`config.mk`:
```
export PLATFORM = sky130hd
export DESIGN_NAME = arbiter_request_buffer
export DESIGN_NICKNAME = d
export VERILOG_FILES = /design/src/rtl/arb_pkg.sv /design/src/rtl/sync_fifo.sv /design/src/rtl/arbiter_request_buffer.sv
export SDC_FILE = /design/constraint.sdc
export NUM_CORES = 1
export LEC_CHECK = 0
export CAP_MARGIN = 10
export CORE_UTILIZATION = 30
export CTS_BUF_LIST = sky130_fd_sc_hd__clkbuf_16
export CTS_CLUSTER_SIZE = 30
export DETAILED_ROUTE_END_ITERATION = 6
export GPL_TIMING_DRIVEN = 1
export HOLD_SLACK_MARGIN = 0.12
export MAX_ROUTING_LAYER = met4
export SLEW_MARGIN = 25
export SYNTH_ARGS = -nofsm -noshare
export SYNTH_HDL_FRONTEND = slang
export SYNTH_SLANG_ARGS = --single-unit
```
`constraint.sdc`:
```
create_clock -name clk -period 2.5 [get_ports clk]
set_clock_uncertainty 0.15 [all_clocks]
set_input_delay 0.625 -clock clk [delete_from_list [all_inputs] [get_ports clk]]
set_output_delay 0.625 -clock clk [all_outputs]
set_load 0.01 [all_outputs]
```
`src/rtl/arb_pkg.sv`:
```
// Shared defaults for the arbiter request buffer and its FIFO.
// STARVE_LIMIT_DEF is only used when STARVATION_MONITOR_EN is defined.
package arb_pkg;
   localparam int DATA_WIDTH_DEF   = 32;
   localparam int DEPTH_DEF        = 4;
   localparam int STARVE_LIMIT_DEF = 15;

   typedef logic [DATA_WIDTH_DEF-1:0] word_t;
endpackage

```
`src/rtl/sync_fifo.sv`:
```
// Circular FIFO: storage, naturally wrapping rd/wr pointers, occupancy count.
// The caller guarantees push only when not full and pop only when not empty.
module sync_fifo
   import arb_pkg::*;
#(
   parameter int DATA_WIDTH = DATA_WIDTH_DEF,
   parameter int DEPTH      = DEPTH_DEF
) (
   input  logic                  clk,
   input  logic                  rst,
   input  logic                  push_i,
   input  logic                  pop_i,
   input  logic [DATA_WIDTH-1:0] wdata_i,
   output logic [DATA_WIDTH-1:0] rdata_o,
   output logic                  full_o,
   output logic                  empty_o
);
   localparam int PW = $clog2(DEPTH);
   localparam int CW = PW + 1;

   logic [DATA_WIDTH-1:0] mem_q [DEPTH];
   logic [DATA_WIDTH-1:0] mem_d [DEPTH];
   logic [PW-1:0]         wr_ptr_q, wr_ptr_d;
   logic [PW-1:0]         rd_ptr_q, rd_ptr_d;
   logic [CW-1:0]         count_q, count_d;

   always_comb begin
      mem_d    = mem_q;
      wr_ptr_d = wr_ptr_q;
      rd_ptr_d = rd_ptr_q;
      count_d  = count_q;
      if (push_i) begin
         mem_d[wr_ptr_q] = wdata_i;
         wr_ptr_d        = wr_ptr_q + PW'(1);
      end
      if (pop_i) begin
         rd_ptr_d = rd_ptr_q + PW'(1);
      end
      case ({push_i, pop_i})
         2'b10:   count_d = count_q + CW'(1);
         2'b01:   count_d = count_q - CW'(1);
         default: count_d = count_q;
      endcase
   end

   always_ff @(posedge clk or negedge rst) begin
      if (!rst) begin
         for (int i = 0; i < DEPTH; i++) begin
            mem_q[i] <= '0;
         end
         wr_ptr_q <= '0;
         rd_ptr_q <= '0;
         count_q  <= '0;
      end else begin
         mem_q    <= mem_d;
         wr_ptr_q <= wr_ptr_d;
         rd_ptr_q <= rd_ptr_d;
         count_q  <= count_d;
      end
   end

   assign rdata_o = mem_q[rd_ptr_q];
   assign full_o  = (count_q == CW'(DEPTH));
   assign empty_o = (count_q == '0);
endmodule

```
`src/rtl/arbiter_request_buffer.sv`:
```
// Agent-side request buffer: queues words, requests while non-empty, releases one word per grant.
// Optional starvation monitor (starved_o) built when STARVATION_MONITOR_EN is defined.
module arbiter_request_buffer
   import arb_pkg::*;
#(
   parameter int DATA_WIDTH = DATA_WIDTH_DEF,
   parameter int DEPTH      = DEPTH_DEF
`ifdef STARVATION_MONITOR_EN
   ,
   parameter int STARVE_LIMIT = STARVE_LIMIT_DEF
`endif
) (
   input  logic                  clk,
   input  logic                  rst,
   input  logic                  valid_i,
   input  logic [DATA_WIDTH-1:0] data_i,
   output logic                  ready_o,
   output logic                  request_o,
   input  logic                  grant_i,
   output logic                  valid_o,
   output logic [DATA_WIDTH-1:0] data_o
`ifdef STARVATION_MONITOR_EN
   ,
   output logic                  starved_o
`endif
);
   logic                  full, empty, push, pop;
   logic [DATA_WIDTH-1:0] head;
   logic                  valid_q, valid_d;
   logic [DATA_WIDTH-1:0] data_q, data_d;

   // ready/request come only from FIFO registers, so grant_i never reaches them combinationally.
   assign ready_o   = !full;
   assign request_o = !empty;
   assign push      = valid_i & ready_o;
   assign pop       = grant_i & request_o;

   sync_fifo #(
      .DATA_WIDTH(DATA_WIDTH),
      .DEPTH     (DEPTH)
   ) u_fifo (
      .clk    (clk),
      .rst    (rst),
      .push_i (push),
      .pop_i  (pop),
      .wdata_i(data_i),
      .rdata_o(head),
      .full_o (full),
      .empty_o(empty)
   );

   always_comb begin
      valid_d = pop;
      data_d  = pop ? head : data_q;
   end

   always_ff @(posedge clk or negedge rst) begin
      if (!rst) begin
         valid_q <= 1'b0;
         data_q  <= '0;
      end else begin
         valid_q <= valid_d;
         data_q  <= data_d;
      end
   end

   assign valid_o = valid_q;
   assign data_o  = data_q;

`ifdef STARVATION_MONITOR_EN
   localparam int SW = $clog2(STARVE_LIMIT + 1);

   logic [SW-1:0] starve_cnt_q, starve_cnt_d;

   always_comb begin
      starve_cnt_d = starve_cnt_q;
      if (!request_o || pop) begin
         starve_cnt_d = '0;
      end else if (starve_cnt_q != SW'(STARVE_LIMIT)) begin
         starve_cnt_d = starve_cnt_q + SW'(1);
      end
   end

   always_ff @(posedge clk or negedge rst) begin
      if (!rst) begin
         starve_cnt_q <= '0;
      end else begin
         starve_cnt_q <= starve_cnt_d;
      end
   end

   assign starved_o = (starve_cnt_q == SW'(STARVE_LIMIT));
`endif
endmodule

```
-- After elaboration in Yosys (flattened, before gate mapping)
Cells that the tools add are included.
- input bits: 36
- output and inout bits: 35
- register bits after elaboration: 168
- word-level logic and storage cells: 35
- bitwise operators: 4
- order comparisons: 3
- reduce and logical (&&, ||, !) cells: 5
- $add $sub $neg: 4
- equality and inequality tests: 3
- muxes and demuxes: 7
- operator list (operator ; number):
    128-bit bitwise mux ; 1
    32-bit 2-to-1 mux ; 3
    32-bit binary-select mux with 2-bit select ; 1
    32-bit demux with 2-bit select ; 1
    3-bit greater-or-equal comparator, second input constant ; 2
    2-bit NOT with 3-bit output ; 2
    3-bit one-hot mux with 2 select lines ; 1
    2-bit by 1-bit adder with 2-bit output, second input constant ; 2
    3-bit by 1-bit adder with 3-bit output, second input constant ; 1
    3-bit equality test, second input constant ; 1
    3-bit zero test ; 1
    3-bit by 1-bit less-than comparator with 1-bit output, second input constant ; 1
    3-bit by 1-bit subtractor with 3-bit output, second input constant ; 1
    1-bit bitwise AND ; 2
    2-bit by 1-bit equality test with 1-bit output, second input constant ; 1
    2-bit equality test, second input constant ; 1
    1-bit zero test ; 2
    2-bit nonzero test ; 1
    1-bit logical AND ; 1

-- Logic depth before layout (Yosys ltp)
Gate-level depths: netlist of run 1.
- depth after elaboration: 6
- gate-level depth with buffers: 9
- depth with buffers taken out: 8

-- Hierarchy
A second synthesis of run 1 with hierarchy kept.
- cell total of the unflattened synthesis: 418
- area, all modules: 7388.3 µm²
- modules (own cells, without submodules) (module ; area an instance (µm²) ; sequential area each (µm²) ; cells an instance ; times used):
    sync_fifo ; 6028.3 ; 3378.2 ; 345 ; 1
    arbiter_request_buffer ; 1360.1 ; 825.8 ; 73 ; 1

-- Least setup slack after synthesis of run 1
No wires, ideal clock.
- path type: input to register
- from: input grant_i
- to: register u_fifo.count_q[2]
- required time: 2.271 ns
- buffers on the path: 2
- library setup time: 0.079 ns
- slack: 0.159 ns
- data arrival time: 2.112 ns
- stages on the path: 9
- cell sequence: o31a_2 -> buf_2 -> buf_2 -> ha_1 -> inv_1 -> fa_1 -> xor2_1 -> nor2_1 -> xor2_1
- longest elaborated chain between the ends: 3
- elaborated cells on any way between the ends: 5
- classes of those cells: eq/ne: 2; mux: 1; bitwise: 1; reduce/logical: 1
- RTL lines (item ; RTL line ; text):
    start, declared ; arbiter_request_buffer.sv:19 ; input logic grant_i,
    1-bit bitwise AND (*) ; arbiter_request_buffer.sv:36 ; assign pop = grant_i & request_o;
    net pop ; arbiter_request_buffer.sv:27 ; logic full, empty, push, pop;
    2-bit by 1-bit equality test with 1-bit output or 2-bit equality test (tied branches) ; sync_fifo.sv:39 ; case ({push_i, pop_i})
    3-bit one-hot mux with 2 select lines or 2-bit nonzero test (tied branches) ; -- ;
    end signal, assigned ; sync_fifo.sv:58 ; count_q <= count_d;
    end, declared ; sync_fifo.sv:25 ; logic [CW-1:0] count_q, count_d;
The timed path passes the listed nets; every way through them passes the cells marked *.
A chain may end at the register's enable or synchronous reset.

-- Final worst setup path of run 1
- from: register u_fifo.count_q[0]
- to: output request_o
- longest elaborated chain between the ends: 2
- RTL lines (item ; RTL line ; text):
    3-bit zero test ; sync_fifo.sv:64 ; assign empty_o = (count_q == '0);
    1-bit zero test ; arbiter_request_buffer.sv:34 ; assign request_o = !empty;
    end, declared ; arbiter_request_buffer.sv:18 ; output logic request_o,
Every way passes these cells.

==> flow_metrics.tcl, run 1 <==
set metrics [dict create \
    outcome "complete, no violations" \
    crit_end "request_o" \
    num-fill-cells 2318 \
    clk_pin_slew_ps 60 \
    r2r_start "u_fifo.count_q[0]" \
    maxSlewViolCount 0 \
    pin_count 71 \
    fp.dieH_um 163 \
    crit_chain "or3_2 > dlygate4sd2_1" \
    drc_errors 0 \
    cp.depth 2 \
    gp_congestion 0.706 \
    finalHoldViolations 0 \
    relSlewSlack 0.606 \
    max_freq_mhz 421 \
    layout.nets 545 \
    finalSetupTns_ps 0 \
    highest_layer "met4" \
    cts_inserted_buffers 17 \
    clock_latency_ps 430 \
    syn_inst 414 \
    setup_viol 0 \
    tightest_slew_ps 591 \
    met2_length_um 7710 \
    startpoint "u_fifo.count_q[0]" \
    rrSetupSlack_ps 250 \
    initialDrtViolationCount 166 \
    grt_pass1_vias 4522 \
    grt_pass1_wl_um 26700 \
    cts_tree "yes" \
    antenna_cells 0 \
    crit_path_max_fanout 5 \
    place_ws_ps 6.85 \
    post_drt_wl_per_cell_um 19.1 \
    arrival_ps 1600 \
    grt_max_degree 57 \
    synth_area_um2 7790 \
    wl_met3_um 447 \
    vdd_drop_max_uv 507 \
    regArea_um2 4210 \
    setup_slack_ps 123 \
    cts_root_buf "clkbuf_16" \
    core_area_um2 25300 \
    fp.dieW_um 163 \
    clk_path_buf_depth 2 \
    ys_seq_elements 168 \
    grt-ovfl-total 0 \
    hp-class "reg -> reg" \
    clkSinkCount 168 \
    crit_path_start_kind "flip-flop" \
    drive_gt1_frac 0.488 \
    drtAntennaViolNets 0 \
    numPortBuffers 70 \
    ys.warnings.count 0 \
    path_buf_inv 1 \
    start_util 0.308 \
    critPathMaxStageDelay_ps 450 \
    cp_top_family "simple AND/OR/NAND/NOR gates" \
    path_class "reg -> out" \
    min_period_over_period 0.951 \
    cts_setup_buffers 0 \
    synth.avg_cell_area_um2 18.8 \
    grt_usage 0.138 \
    totalWireLength_um 16100 \
    antenna_found_initial 0 \
    dieArea_um2 26600 \
    stdcell_area_um2 9450 \
    cpMaxStageDelayCell "or3_2" \
    cts_max_level 4 \
    rows 58 \
    vias 3841 \
    cp.required_ps 1730 \
    fin_crit_ps 2380 \
    placed_cell_area_um2 8910 \
    max_cap_viol_count 0 \
    reg2reg_depth 8 \
    power_density_nw_per_um2 1380 \
    wl_met1_um 7770 \
    r2r-end "u_fifo.count_q[2]" \
    final_util 0.373 \
    multi_input_area_um2 3240 \
    yosysSeqAreaShare 0.540 \
    netlist-cell-type-count 21 \
    dp_hpwl_um 10600 \
    syn_to_final_growth_pct 21.3 \
    viasPerCell 4.54 \
    rsz0062_at_grt "no" \
    synth_fp_nets 456 \
    critPathCaptureType "primary output" \
    drt_pre_antenna_iters 4 \
    power_leakage_nw 4.33 \
]
## layout make-up
type	count	share of cell area
clock inverters	15	0.0119
well taps	330	0.0437
inverters	5	0.00199
flip-flops and latches	168	0.445
clock buffers	17	0.0450
multi-input cells	216	0.342
repair buffers	95	0.110
## metal layers
layer | vias up | GRT usage
met5 | - | -
met4 | 0 | 0.0446
met3 | 17 | 0.0310
met2 | 65 | 0.211
met1 | 2069 | 0.181
li1 | 1690 | -
## cell families after synthesis
family,synth area share
flops,0.540
fa+ha+maj,0.0106
xor+xnor,0.00675
buf+inv,0.0450
compound gates,0.00128
mux,0.384
simple gates,0.0125
## what timing repair did
action | in CTS | in global routing
gates resized for setup | 2 | 0
setup endpoints to repair | 2 | 0
hold buffers | 1 | 0
endpoints found under the hold margin | 52 | 0
## synth_stat cells
master | number | share of area
dfrtp_1 | 168 | 0.54
mux2_4 | 120 | 0.23
mux2_2 | 41 | 0.059
mux4_2 | 32 | 0.093
buf_12 | 12 | 0.031
buf_2 | 7 | 0.0045
ha_1 | 5 | 0.0080
inv_1 | 5 | 0.0024
buf_6 | 4 | 0.0058
nand3_4 | 4 | 0.0090
xnor2_1 | 3 | 0.0034
xor2_1 | 3 | 0.0034
nand2_1 | 2 | 0.00096
buf_4 | 1 | 0.00096
clkbuf_1 | 1 | 0.00048
fa_1 | 1 | 0.0026
mux2i_1 | 1 | 0.0013
nor2_1 | 1 | 0.00048
o31a_2 | 1 | 0.0013
or3_2 | 1 | 0.00096
or3b_1 | 1 | 0.0011
## sequential cells by signal, indices dropped and copies added (netlist names)
register / flops
valid_o: 1
u_fifo.wr_ptr_q: 2
u_fifo.mem_q: 128
u_fifo.count_q: 3
u_fifo.rd_ptr_q: 2
data_o: 32
## placed cells by master, fill, tap and decap left out, types with 5 or more instances in the layout
master,n
buf_12,12
buf_4,12
clkbuf_16,17
clkdlybuf4s50_1,67
dfrtp_1,166
ha_1,5
inv_1,7
mux2_2,41
mux2_4,120
mux4_2,32
## worst min-delay path by stage
stage / start / end / depth (start not counted)
after floorplan: rst / data_o[0] / 0
after global placement: u_fifo.mem_q[127] / u_fifo.mem_q[127] / 1
after detailed placement: u_fifo.mem_q[39] / u_fifo.mem_q[39] / 1
after CTS: u_fifo.mem_q[63] / u_fifo.mem_q[63] / 1
after global routing: u_fifo.mem_q[3] / u_fifo.mem_q[3] / 1
final: u_fifo.mem_q[63] / u_fifo.mem_q[63] / 1
## per-stage QoR
| stage | cells | power (mW) | hold slack (ps) |
|---|---|---|---|
| 6_report | 846 | 13.0 | 352 |
| 5_1_grt | 846 | 13.8 | 370 |
| 4_1_cts | 846 | 13.2 | 356 |
| 3_5_place_dp | 813 | 10.7 | 339 |
| 3_3_place_gp | 813 | 10.5 | 333 |
| 2_1_floorplan | 414 | 9.10 | 179 |
## worst reg2reg max path, cell delays in order (launching register included)
cell and delay [ps]:
dfrtp_1 430, or3b_1 420, nand2_1 130, ha_1 170, inv_1 60, fa_1 380
xor2_1 150, nor2_1 110, xor2_1 170
## report_power, final
| part | switching (mW) | leakage, nW | internal [mW] |
|---|---|---|---|
| Sequential | 0.938 | 1.99 | 4.15 |
| Clock | 1.09 | 0.266 | 1.35 |
| Combinational | 1.75 | 2.07 | 3.76 |
Power figures use the tool's default switching activity.
==> run 2: changes to the inputs <==
SKIP_CTS_REPAIR_TIMING = 1   (was default)
==> flow_metrics.tcl, run 2 (synthesis gave the netlist of run 1 again) <==
set metrics [dict create \
    outcome "complete, no violations" \
    drc_errors 0 \
    critPathCaptureType "primary output" \
    rows 58 \
    dieArea_um2 26600 \
    drt_pre_antenna_iters 4 \
    combinationalPowerShare 0.423 \
    clock_latency_ps 430 \
    cts_root_buf "clkbuf_16" \
    fp.dieW_um 163 \
    power_leakage_nw 4.33 \
    p_int_mw 9.27 \
    syn_to_final_growth_pct 21.4 \
    fin_crit_ps 2270 \
    crit_end "request_o" \
    stdcell_area_um2 9460 \
    switching_share 0.290 \
    final_util 0.374 \
    reg2reg_depth 8 \
    switchingPower_mw 3.78 \
    cts_tree "yes" \
    grt_max_degree 57 \
    numPortBuffers 70 \
    crit_path_start_kind "flip-flop" \
    min_period_over_period 0.906 \
    dp_hpwl_um 10600 \
    vdd_drop_max_uv 507 \
    clk_path_buf_depth 2 \
    hp-class "reg -> reg" \
    num-fill-cells 2318 \
    drtAntennaViolNets 0 \
    rrSetupSlack_ps 260 \
    initialDrtViolationCount 164 \
    grt_pass1_wl_um 26600 \
    largest_register_ffs 128 \
    setup_viol 0 \
    most-common-layout-cells "166 x dfrtp_1, 120 x mux2_4, 67 x clkdlybuf4s50_1, 41 x mux2_2, 32 x mux4_2" \
    crit_path_max_fanout 5 \
    antenna_found_initial 0 \
    placed_cell_area_um2 8910 \
    startpoint "u_fifo.count_q[0]" \
    regMostFlops "u_fifo.mem_q" \
    max_freq_mhz 441 \
    path_class "reg -> out" \
    crit_chain "or3_2 > dlymetal6s2s_1" \
    antenna_cells 0 \
    r2r_start "u_fifo.count_q[0]" \
    viasPerCell 4.56 \
    finalHoldViolations 0 \
    critPathMaxStageDelay_ps 450 \
    arrival_ps 1490 \
    layout_commonest_cell "dfrtp_1" \
    power_frac_clock 0.187 \
    post_drt_wl_per_cell_um 19.1 \
    totalWireLength_um 16200 \
    relSlewSlack 0.603 \
    grt_pass1_vias 4510 \
    cts_inserted_buffers 17 \
    cpMaxStageDelayCell "or3_2" \
    pin_count 71 \
    layout.nets 545 \
    cp_top_family "simple AND/OR/NAND/NOR gates" \
    power_density_nw_per_um2 1380 \
    multi_input_area_um2 3240 \
    gp_congestion 0.706 \
    rsz0062_at_grt "no" \
    vias 3854 \
    worstHoldStart "u_fifo.mem_q[63]" \
    clkSinkCount 168 \
    clk_pin_slew_ps 60 \
    start_util 0.308 \
    path_buf_inv 1 \
    cp.required_ps 1730 \
    grt_usage 0.138 \
    regArea_um2 4210 \
    fp.dieH_um 163 \
    tightest_slew_ps 595 \
    hold_slack_ps 352 \
    max_cap_viol_count 0 \
    grt-ovfl-total 0 \
    cts_max_level 4 \
    drive_gt1_frac 0.488 \
    core_area_um2 25300 \
    seqPwrFrac 0.390 \
    r2r-end "u_fifo.count_q[2]" \
    cp.depth 2 \
    maxSlewViolCount 0 \
]
[run 2: worst reg2reg max path, cell delays in order, from the launching register on]
cell and delay [ps]:
dfrtp_1 430, or3b_1 420, nand2_1 130, ha_1 170
inv_1 60, fa_1 380, xor2_1 150, nor2_1 110
xor2_1 170
[run 2: power by group through the flow]
stage	logic (mW)	clock network [mW]	registers (mW)
final	5.52	2.44	5.09
after global routing	5.92	2.64	5.28
after CTS	5.62	2.52	5.10
after detailed placement	5.60	0	5.13
after global placement	5.47	0	5.01
after floorplan	4.27	0	4.83
[run 2: cell type report]
type | count | area share
clock buffers | 17 | 0.0450
clock inverters | 15 | 0.0119
inverters | 5 | 0.00198
multi-input cells | 216 | 0.342
flip-flops and latches | 168 | 0.445
well taps | 330 | 0.0436
repair buffers | 95 | 0.111
[run 2: worst min path at each step]
| stage | endpoint | slack (ps) | cells after the start |
|---|---|---|---|
| 6_report | u_fifo.mem_q[63] | 350 | 1 |
| 2_1_floorplan | data_o[0] | 180 | 0 |
| 3_5_place_dp | u_fifo.mem_q[39] | 340 | 1 |
| 5_1_grt | u_fifo.mem_q[3] | 370 | 1 |
| 4_1_cts | data_o[6] | 10 | 1 |
| 3_3_place_gp | u_fifo.mem_q[127] | 330 | 1 |
[run 2: metrics by stage]
step,TNS [ps],std cells,setup slack [ps],total power [mW]
3_3_place_gp,0,813,58.3,10.5
6_report,0,846,235,13.0
2_1_floorplan,0,414,159,9.10
5_1_grt,0,846,138,13.8
4_1_cts,-187,845,-106,13.2
3_5_place_dp,0,813,6.85,10.7
[run 2: routing by layer]
metal  vias to the layer above  track usage  part of all wire
li1                       1690            -                 -
met1                      2083        0.181              0.48
met2                        63        0.211              0.48
met3                        18       0.0310             0.029
met4                         0       0.0446             0.013
met5                         -            -                 0
==> run 3: changes to the inputs <==
CTS_BUF_LIST = default   (was sky130_fd_sc_hd__clkbuf_16)
==> flow_metrics.tcl, run 3 (synthesis gave the netlist of run 1 again) <==
set metrics [dict create \
    syn_to_final_growth_pct 21.9 \
    crit_path_max_fanout 5 \
    vdd_drop_max_uv 507 \
    cpMaxStageDelayCell "or3_2" \
    wl_met1_um 7780 \
    viasPerCell 4.55 \
    relSlewSlack 0.609 \
    crit_path_start_kind "flip-flop" \
    gp_congestion 0.706 \
    switching_share 0.287 \
    fin_cells 846 \
    dieArea_um2 26600 \
    most-common-layout-cells "166 x dfrtp_1, 120 x mux2_4, 67 x clkdlybuf4s50_1, 41 x mux2_2, 32 x mux4_2" \
    hold_slack_ps 352 \
    setup_viol 0 \
    tightest_slew_ps 586 \
    switchingPower_mw 3.79 \
    power_density_nw_per_um2 1390 \
    layout_commonest_cell "dfrtp_1" \
    drive_gt1_frac 0.496 \
    grt_usage 0.137 \
    arrival_ps 1490 \
    met2_length_um 7790 \
    regArea_um2 4210 \
    clock_latency_ps 430 \
    post_drt_wl_per_cell_um 19.2 \
    initialDrtViolationCount 138 \
    drtAntennaViolNets 0 \
    cts_tree "yes" \
    final_util 0.375 \
    pin_count 71 \
    path_class "reg -> out" \
    cp.required_ps 1730 \
    rsz0062_at_grt "no" \
    outcome "complete, no violations" \
    path_buf_inv 1 \
    crit_chain "or3_2 > dlymetal6s2s_1" \
    grt_pass1_wl_um 26600 \
    fp.dieH_um 163 \
    highest_layer "met4" \
    power_frac_clock 0.196 \
    finalHoldViolations 0 \
    placed_cell_area_um2 8910 \
    num-fill-cells 2319 \
    max_freq_mhz 442 \
    largest_register_ffs 128 \
    layout.nets 545 \
    clkSinkCount 168 \
    clk_path_buf_depth 2 \
    maxSlewViolCount 0 \
    antenna_cells 0 \
    cts_inserted_buffers 17 \
    core_area_um2 25300 \
    max_cap_viol_count 0 \
    rrSetupSlack_ps 260 \
    combinationalPowerShare 0.419 \
    fin_crit_ps 2260 \
    hp-class "reg -> reg" \
    cts_max_level 4 \
    rows 58 \
    grt-ovfl-total 0 \
    multi_input_area_um2 3240 \
    numPortBuffers 70 \
    power_leakage_nw 4.35 \
    cts_root_buf "clkbuf_16" \
    antenna_found_initial 0 \
    vias 3850 \
    cp_top_family "simple AND/OR/NAND/NOR gates" \
    start_util 0.308 \
    seqPwrFrac 0.386 \
    grt_max_degree 57 \
    drt_pre_antenna_iters 4 \
    wl_met3_um 489 \
    min_period_over_period 0.905 \
    grt_pass1_vias 4496 \
    p_int_mw 9.40 \
    clk_pin_slew_ps 60 \
    critPathCaptureType "primary output" \
    fp.dieW_um 163 \
    dp_hpwl_um 10600 \
    totalWireLength_um 16200 \
    drc_errors 0 \
    post-place-cells 813 \
    regMostFlops "u_fifo.mem_q" \
    critPathMaxStageDelay_ps 450 \
    stdcell_area_um2 9500 \
]
[run 3: cell count changes in the layout (fill, tap and decap cells not counted), sizes merged]
cell	change
clkbuf	+6
inv	-2
clkinv	-4
[run 3: power groups by stage]
stage | combinational, mW | sequential [mW] | clock (mW)
after floorplan | 4.27 | 4.83 | 0
after global placement | 5.47 | 5.01 | 0
after detailed placement | 5.60 | 5.13 | 0
after CTS | 5.62 | 5.10 | 2.66
after global routing | 5.91 | 5.28 | 2.78
final | 5.52 | 5.08 | 2.58
[run 3: worst paths after layout]
kind / depth (start not counted) / to / start
worst min-delay path: 1 / u_fifo.mem_q[63] / u_fifo.mem_q[63]
worst max-delay path: 2 / request_o / u_fifo.count_q[0]
worst max register to register: 8 / u_fifo.count_q[2] / u_fifo.count_q[0]
max in group asynchronous: 3 / u_fifo.mem_q[13] / rst
worst min register to register: 1 / u_fifo.mem_q[63] / u_fifo.mem_q[63]
min in group asynchronous: 2 / u_fifo.mem_q[102] / rst
[run 3: per-stage QoR]
step                total power [mW]  setup TNS (ps)  setup slack (ps)
floorplan                       9.10               0               159
detailed placement              10.7               0              6.85
CTS                             13.4            -179              -102
finish                          13.2               0               237
global placement                10.5               0              58.3
global route                    14.0               0               138
[run 3: cell type report]
cell class,count,share of cell area
timing repair buffer,95,0.110
inverter,5,0.00198
tap,330,0.0435
clock inverter,9,0.00948
sequential,168,0.443
clock buffer,23,0.0514
multi-input combinational,216,0.341
[run 3: layer usage]
layer,track usage,vias up
met5,-,-
met2,0.210,64
li1,-,1688
met1,0.182,2087
met3,0.0340,11
met4,0.0344,0
